[src/rtl/projectile_ctl.sv]
// -----------------------------------------------------------------------------
// projectile_ctl
//
// Turn-based throw scheduler and ballistic sequencer for the cat and dog
// projectiles. A throw request from the side whose turn it is gets accepted.
// Launch velocities come from the requester's power. The projectile then
// moves once per video frame under constant gravity until it reaches the
// ground or the far edge of the field. It stays visible for HOLD_FRAMES
// frames and then hands the turn to the other side.
//
// Ports:
//   clk         pixel clock
//   rst_n       asynchronous active-low reset
//   frame_tick  one-cycle pulse per video frame
//   cat_req     cat throw request, held until cat_grant
//   cat_power   cat launch power, 0..127
//   dog_req     dog throw request, held until dog_grant
//   dog_power   dog launch power, 0..127
//   cat_grant   one-cycle acknowledge of cat_req
//   dog_grant   one-cycle acknowledge of dog_req
//   active      projectile visible
//   x_pos       horizontal offset from the thrower's edge (mirrored by draw)
//   y_pos       height above screen bottom, floored at 0
//   owner       thrower of the current projectile (0 = cat, 1 = dog)
//   turn        side allowed to throw next (0 = cat, 1 = dog)
//   landed      one-cycle pulse when the flight ends
//
// Handshake: a side raises req and holds it. In IDLE, only the req that
// matches turn is sampled. It is acknowledged by a one-cycle grant in the
// cycle after sampling. The requester drops req within one cycle of the
// grant. The other side's req is neither sampled nor acknowledged.
// -----------------------------------------------------------------------------
module projectile_ctl #(
    parameter int START_X     = 40,
    parameter int START_Y     = 100,
    parameter int GROUND_Y    = 15,
    parameter int X_LIMIT     = 785,
    parameter int GRAVITY     = 1,
    parameter int HOLD_FRAMES = 30
) (
    input  logic        clk,
    input  logic        rst_n,
    input  logic        frame_tick,
    input  logic        cat_req,
    input  logic [6:0]  cat_power,
    input  logic        dog_req,
    input  logic [6:0]  dog_power,
    output logic        cat_grant,
    output logic        dog_grant,
    output logic        active,
    output logic [11:0] x_pos,
    output logic [11:0] y_pos,
    output logic        owner,
    output logic        turn,
    output logic        landed
);

    localparam int HW = (HOLD_FRAMES > 1) ? $clog2(HOLD_FRAMES) : 1;

    localparam logic [11:0]        START_X_V  = 12'(START_X);
    localparam logic [11:0]        X_LIMIT_V  = 12'(X_LIMIT);
    localparam logic signed [12:0] START_Y_S  = 13'(START_Y);
    localparam logic signed [12:0] GROUND_Y_S = 13'(GROUND_Y);
    localparam logic signed [7:0]  GRAVITY_S  = 8'(GRAVITY);
    localparam logic [HW-1:0]      HOLD_LAST  = HW'(HOLD_FRAMES - 1);

    typedef enum logic [1:0] {
        IDLE = 2'd0,
        FLY  = 2'd1,
        HOLD = 2'd2
    } state_t;

    // Current state is kept under a stable name so checkers can bind to it.
    state_t state, state_nx;

    logic [11:0]        x, x_nx;
    logic signed [12:0] y, y_nx;
    logic [3:0]         vx, vx_nx;
    logic signed [7:0]  vy, vy_nx;
    logic [HW-1:0]      hold_cnt, hold_cnt_nx;

    logic turn_nx, owner_nx, active_nx;
    logic cat_grant_nx, dog_grant_nx, landed_nx;

    logic               req_sel;
    logic [6:0]         power_sel;
    logic [11:0]        x_sum;
    logic signed [12:0] y_sum;

    // The request and power of the side whose turn it is.
    assign req_sel   = turn ? dog_req : cat_req;
    assign power_sel = turn ? dog_power : cat_power;

    // Next position candidates, computed from the current velocity.
    assign x_sum = x + {8'd0, vx};
    assign y_sum = y + $signed({{5{vy[7]}}, vy});

    always_comb begin
        state_nx     = state;
        x_nx         = x;
        y_nx         = y;
        vx_nx        = vx;
        vy_nx        = vy;
        hold_cnt_nx  = hold_cnt;
        turn_nx      = turn;
        owner_nx     = owner;
        active_nx    = active;
        cat_grant_nx = 1'b0;
        dog_grant_nx = 1'b0;
        landed_nx    = 1'b0;

        case (state)
            IDLE: begin
                // frame_tick is ignored here, so a tick in the launch
                // cycle causes no motion.
                if (req_sel) begin
                    cat_grant_nx = ~turn;
                    dog_grant_nx = turn;
                    vx_nx        = 4'(power_sel >> 4) + 4'd2;
                    vy_nx        = $signed(8'(power_sel >> 2) + 8'd4);
                    x_nx         = START_X_V;
                    y_nx         = START_Y_S;
                    owner_nx     = turn;
                    active_nx    = 1'b1;
                    state_nx     = FLY;
                end
            end

            FLY: begin
                if (frame_tick) begin
                    // The ground check has priority over the far-edge check.
                    if (y_sum < GROUND_Y_S) begin
                        y_nx        = GROUND_Y_S;
                        x_nx        = (x_sum > X_LIMIT_V) ? X_LIMIT_V : x_sum;
                        landed_nx   = 1'b1;
                        hold_cnt_nx = '0;
                        state_nx    = HOLD;
                    end else if (x_sum > X_LIMIT_V) begin
                        x_nx        = X_LIMIT_V;
                        y_nx        = y_sum;
                        landed_nx   = 1'b1;
                        hold_cnt_nx = '0;
                        state_nx    = HOLD;
                    end else begin
                        x_nx  = x_sum;
                        y_nx  = y_sum;
                        vy_nx = vy - GRAVITY_S;
                    end
                end
            end

            HOLD: begin
                if (frame_tick) begin
                    if (hold_cnt == HOLD_LAST) begin
                        active_nx = 1'b0;
                        turn_nx   = ~turn;
                        state_nx  = IDLE;
                    end else begin
                        hold_cnt_nx = hold_cnt + 1'b1;
                    end
                end
            end

            default: begin
                state_nx = IDLE;
            end
        endcase
    end

    always_ff @(posedge clk or negedge rst_n) begin
        if (!rst_n) begin
            state     <= IDLE;
            x         <= '0;
            y         <= '0;
            vx        <= '0;
            vy        <= '0;
            hold_cnt  <= '0;
            turn      <= 1'b0;
            owner     <= 1'b0;
            active    <= 1'b0;
            cat_grant <= 1'b0;
            dog_grant <= 1'b0;
            landed    <= 1'b0;
        end else begin
            state     <= state_nx;
            x         <= x_nx;
            y         <= y_nx;
            vx        <= vx_nx;
            vy        <= vy_nx;
            hold_cnt  <= hold_cnt_nx;
            turn      <= turn_nx;
            owner     <= owner_nx;
            active    <= active_nx;
            cat_grant <= cat_grant_nx;
            dog_grant <= dog_grant_nx;
            landed    <= landed_nx;
        end
    end

    // y cannot go negative because of the ground clamp. The floor at 0 only
    // guards the unsigned output.
    assign x_pos = x;
    assign y_pos = y[12] ? 12'd0 : y[11:0];

endmodule

[config.mk]
export PLATFORM = sky130hd
export DESIGN_NAME = projectile_ctl
export DESIGN_NICKNAME = d
export VERILOG_FILES = /design/src/rtl/projectile_ctl.sv
export SDC_FILE = /design/constraint.sdc
export NUM_CORES = 1
export LEC_CHECK = 0
export ABC_AREA = 0
export BUFFER_PORTS_ARGS = -buffer_cell sky130_fd_sc_hd__buf_4
export CAP_MARGIN = 25
export CORE_ASPECT_RATIO = 0.7
export CORE_UTILIZATION = 40
export CTS_CLUSTER_DIAMETER = 50
export DETAILED_ROUTE_END_ITERATION = 8
export GPL_TIMING_DRIVEN = 0
export SETUP_SLACK_MARGIN = 0.2
export SYNTH_ARGS = -nofsm -noshare
export SYNTH_HDL_FRONTEND = slang
export SYNTH_SLANG_ARGS = --single-unit
[constraint.sdc]
create_clock -name clk -period 4.8 [get_ports clk]
set_input_delay 0.48 -clock clk [delete_from_list [all_inputs] [get_ports clk]]
set_output_delay 0.48 -clock clk [all_outputs]
set_load 0.01 [all_outputs]
# After elaboration in Yosys (flattened, before gate mapping)
# Cells that the tools add are included.
[word_totals]
ff_bits = 50
inputBits = 19
word_cells = 84
[classes]
addsub = 6
order_cmp = 2
n_eq_ne = 11
mux = 41
bitwise = 1
reduce_logical = 11
[op_table]
columns = ["cell", "count"]
rows = [
  ["two-way mux 12 bit", 4],
  ["two-way mux 13 bit", 3],
  ["two-way mux 8 bit", 4],
  ["one-hot mux 13 bit (2 select lines)", 1],
  ["two-way mux 5 bit", 5],
  ["one-hot mux 12 bit (2 select lines)", 1],
  ["one-hot mux 8 bit (2 select lines)", 1],
  ["AND reduction 5 bit", 3],
  ["!= test 2 bit, second input constant", 7],
  ["adder 13 x 8 -> 13 bit", 1],
  ["< comparator 13 x 5 -> 1 bit, second input constant", 1],
  ["adder 12 x 4 -> 12 bit", 1],
  ["> comparator 12 x 10 -> 1 bit, second input constant", 1],
  ["two-way mux 1 bit", 12],
  ["two-way mux 2 bit", 6],
  ["one-hot mux 5 bit (2 select lines)", 1],
  ["subtractor 8 x 2 -> 8 bit, second input constant", 1],
  ["two-way mux 7 bit", 1],
  ["adder 5 x 3 -> 6 bit, second input constant", 1],
  ["one-hot mux 2 bit (3 select lines)", 1],
  ["AND reduction 3 bit", 2],
  ["nonzero test 2 bit", 3],
  ["adder 5 x 1 -> 5 bit, second input constant", 1],
  ["== test 5 bit, second input constant", 1],
  ["other kinds (9)", 9],
]

# Logic depth before layout (Yosys ltp)
[logic_depth]
depth_word = 6
depth_mapped = 19

# Least setup slack after synthesis
# OpenSTA, ideal clock, no wires.
[synth_path]
path_kind = "reg2reg"
start = "reg vy[0]"
end = "reg vy[7]"
setup_time_ns = 0.078
arrival_ns = 3.898
t_required_ns = 4.722
slack_ns = 0.824
path_stages_with_launch = 19
n_path_buf = 1
period_less_slack_ns = 3.976
cell_sequence = "dfrtp_1 -> ha_1 -> inv_1 -> fa_1 -> nor2b_1 -> o31a_1 -> o211ai_1 -> a21oi_1 -> a2111oi_0 -> a21oi_1 -> xnor2_1 -> nor4_1 -> ha_1 -> clkbuf_1 -> inv_1 -> o211a_4 -> o21ai_4 -> or4_1 -> a21oi_1"
[synth_via]
elab_chain_cells = 5
elab_cells_between_ends = 9
[synth_lines]
columns = ["element", "line", "text"]
rows = [
  ["from (decl)", "79", "logic signed [7:0] vy, vy_nx;"],
  ["from (signal assigned)", "189", "vy <= vy_nx;"],
  ["parallel branches: the longest is 5 deep, another holds adder 13 x 8 -> 13 bit", "-", ""],
]
# Parallel ways; which one is timed is not known. The select of a mux whose other input is x is not followed.
# A chain may end at the register's enable or synchronous reset.

# Worst setup path after layout
# Ends and elaborated chain as after synthesis.

==> impl_metrics.csv <==
group,metric,value,unit
die,row_count,27,
synthesis,yosys.area.top_type,"dfrtp_1",
clocking,path_clk_slew,70,ps
global_route,grt_max_degree,51,
timing,rsz0062_at_grt,"false",
pwr,p_comb_share,58.4,%
setup_path,crit_required,5020,ps
pwr,power.leakage,1.86,nW
job,cap_violations,0,
die,die_h,78.7,µm
clocking,cts.path.max_buffers,2,
setup_path,crit_type,"reg -> reg",
drt,viasPerCell,5.49,
layout,syn2layout_area_growth,19.0,%
layout,diodes,0,
global_route,grt_pass1_wl,14300,µm
pwr,intPower,1.36,mW
synthesis,synth.area.top_cells,"dfrtp_1, ha_1, a21oi_1",
synthesis,synth_warnings,0,
synthesis,syn_nets,423,
drt,wl,8360,µm
clocking,cts_buffers,5,
global_route,grt_pass1_vias,2792,
pwr,power_frac_seq,26.7,%
clocking,cts_hold_buf,0,
synthesis,synth.most_common_cell,"dfrtp_1",
drt,drt-pass1-iter-count,7,
placed_design,port_buffers,43,
timing,max_slew_margin,45.5,%
timing,fin_skew,3.81,ps
layout,fillers,776,
placed_design,dp_hpwl,6270,µm
synthesis,syn_area,0.00336,mm²
timing,fmax,235,MHz
timing,fin_crit_sh,88.8,%
synthesis,ys_types,59,
setup_path,start_kind,"flip-flop",
synthesis,ys_seq_elements,50,
clocking,cts_sinks,50,
pwr,swShare,46.1,%
timing,min_period,4260,ps
layout,fin_nets,474,
run_status,status,"finished with violations",
drt,vias,2926,
worst_hold_path,hold_path.class,"in -> async",
timing,worst_pin_slew,812,ps
pwr,p_sw,1.16,mW
timing,setup_ws,538,ps
drt,drt_first_iter_violations,183,
die,coreArea,0.00801,mm²
placed_design,gp_congestion,0.868,
layout,drive_gt1_share,16.2,%
die,boundaryPins,49,
pwr,p_total,2.52,mW
drt,drcViolationCount,8,
setup_path,worst_setup_path_end_kind,"flip-flop",
synthesis,async_reset_ff_share,100,%
setup_path,cp_max_fo,9,
synthesis,synth_area_per_cell,8.85,µm²
timing,slew_viol_final,0,
timing,hold_viol_final,0,
die,fp.dieW,112,µm
clocking,cts_max_level,2,
synthesis,synth-seq-area-share,37.2,%
drt,wire_per_inst,15.7,µm
global_route,grt-ovfl-total,0,
synthesis,synthCells,380,
die,dieArea,0.00879,mm²
run_status,violations,"DRC",
placed_design,dp_slack,144,ps
clocking,cts_tree,"yes",
pwr,p_clk_share,14.9,%
pwr,ir_worst_vdd,286,µV
die,initial_core_util,42.0,%
synthesis,synth-edff-count,0,
timing,fin_tns_setup,0,ps
timing,fin_hold_ws,210,ps
setup_path,critPathArrivalTime,4490,ps
synthesis,synth_top_area_share,37.2,%
clocking,root_buffer,"clkbuf_16",
global_route,antenna_found_initial,0,
global_route,grt_usage,20.7,%
clocking,clk_latency,300,ps
pwr,power-per-cell-area,630,mW/mm²
synthesis,synth_common_cells,"dfrtp_1, nor2_1, nand2_1, a21oi_1, o21ai_0",
drt,ant_nets,0,
timing,setup_violations,0,
synthesis,synth-main-ff-cell,"dfrtp_1",
layout,final_core_util,50.0,%
clocking,cts_setup_buffers,0,
[placed cells by master, fill, tap and decap left out, types with 6 or more instances in the layout]
| cell | n |
|---|---|
| buf_4 | 43 |
| ha_1 | 22 |
| nor2_1 | 33 |
| and3_1 | 6 |
| nor2b_1 | 13 |
| nand2_1 | 30 |
| clkbuf_1 | 11 |
| inv_1 | 17 |
| a21oi_1 | 29 |
| xnor2_1 | 13 |
| dfrtp_1 | 50 |
| o21ai_0 | 27 |
| a22o_1 | 6 |
| a21o_1 | 6 |
| nand3_1 | 12 |
| nor3_1 | 9 |
[what timing repair did]
item,CTS,global route
setup endpoints to repair,3,14
pin swaps,0,1
gates resized for setup,1,7
[layer usage]
layer	GRT usage [%]	up-vias	routed length, µm
met5	0	-	0
met4	5.41	0	97
met3	3.74	9	416
met2	29.3	77	3280
met1	31.9	1353	4570
li1	-	1487	-
[worst max-delay path: stages, from the launching register on]
cell,delay [ps]
dfrtp_1,420
ha_1,230
inv_1,70
fa_1,420
nor2b_1,170
o31a_1,200
o211ai_1,150
nand2_1,90
a21oi_1,80
xnor2_1,150
or4_1,540
nor4_2,230
ha_1,260
buf_2,180
inv_1,100
o211a_4,180
o21ai_4,80
or4_1,490
a21oi_1,150
[power groups by stage]
stage	Combinational, mW	Sequential, mW	Clock [mW]
global route	1.66	0.695	0.397
global placement	1.42	0.679	0
CTS	1.45	0.674	0.384
floorplan	1.04	0.662	0
detailed placement	1.44	0.682	0
finish	1.47	0.673	0.376
[registers in the layout, indices dropped and copies added (netlist names)]
register and cells:
turn 1, y 13, owner 1, landed 1
cat_grant 1, vy 8, dog_grant 1, active 1
state 2, x_pos 12, hold_cnt 5, vx 4
[path summary, 6_finish.rpt]
kind / start / endpoint / slack, ps / cells after the start
max in group asynchronous: rst_n / x_pos[4] / 4150 / 1
hold reg to reg: vx[2] / vx[2] / 490 / 2
hold / removal: rst_n / hold_cnt[1] / 210 / 1
setup / recovery: vy[0] / vy[7] / 540 / 18
min in group clk: dog_req / dog_grant / 470 / 2
setup reg to reg: vy[0] / vy[7] / 540 / 18
[final cells by class]
cell class / instances / area, µm² / area share [%]
flip-flops and latches: 50 / 1250 / 31.3
multi-input cells: 298 / 2020 / 50.5
clock inverters: 2 / 12.5 / 0.313
clock buffers: 6 / 139 / 3.47
well taps: 101 / 126 / 3.16
repair buffers: 44 / 328 / 8.19
inverters: 17 / 63.8 / 1.59
plain buffers: 15 / 61.3 / 1.53
[metrics by stage]
stage	cells	instance area (µm²)
2_1_floorplan	380	3360
3_3_place_gp	524	3810
3_5_place_dp	525	3820
4_1_cts	533	3970
5_1_grt	533	4000
6_report	533	4000
[kinds of logic (layout without fill, tap and decap cells)]
family	Yosys count	in the layout	share of synthesized area, %
and+or+nand+nor	134	134	20.0
AOI/OAI and AO/OA	117	117	23.4
DFF	50	50	37.2
buffers and inverters	32	84	3.68
adders and majority gates	24	24	9.37
xor gates and xnor gates	18	18	4.69
muxes	5	5	1.60
Power figures use the tool's default switching activity.
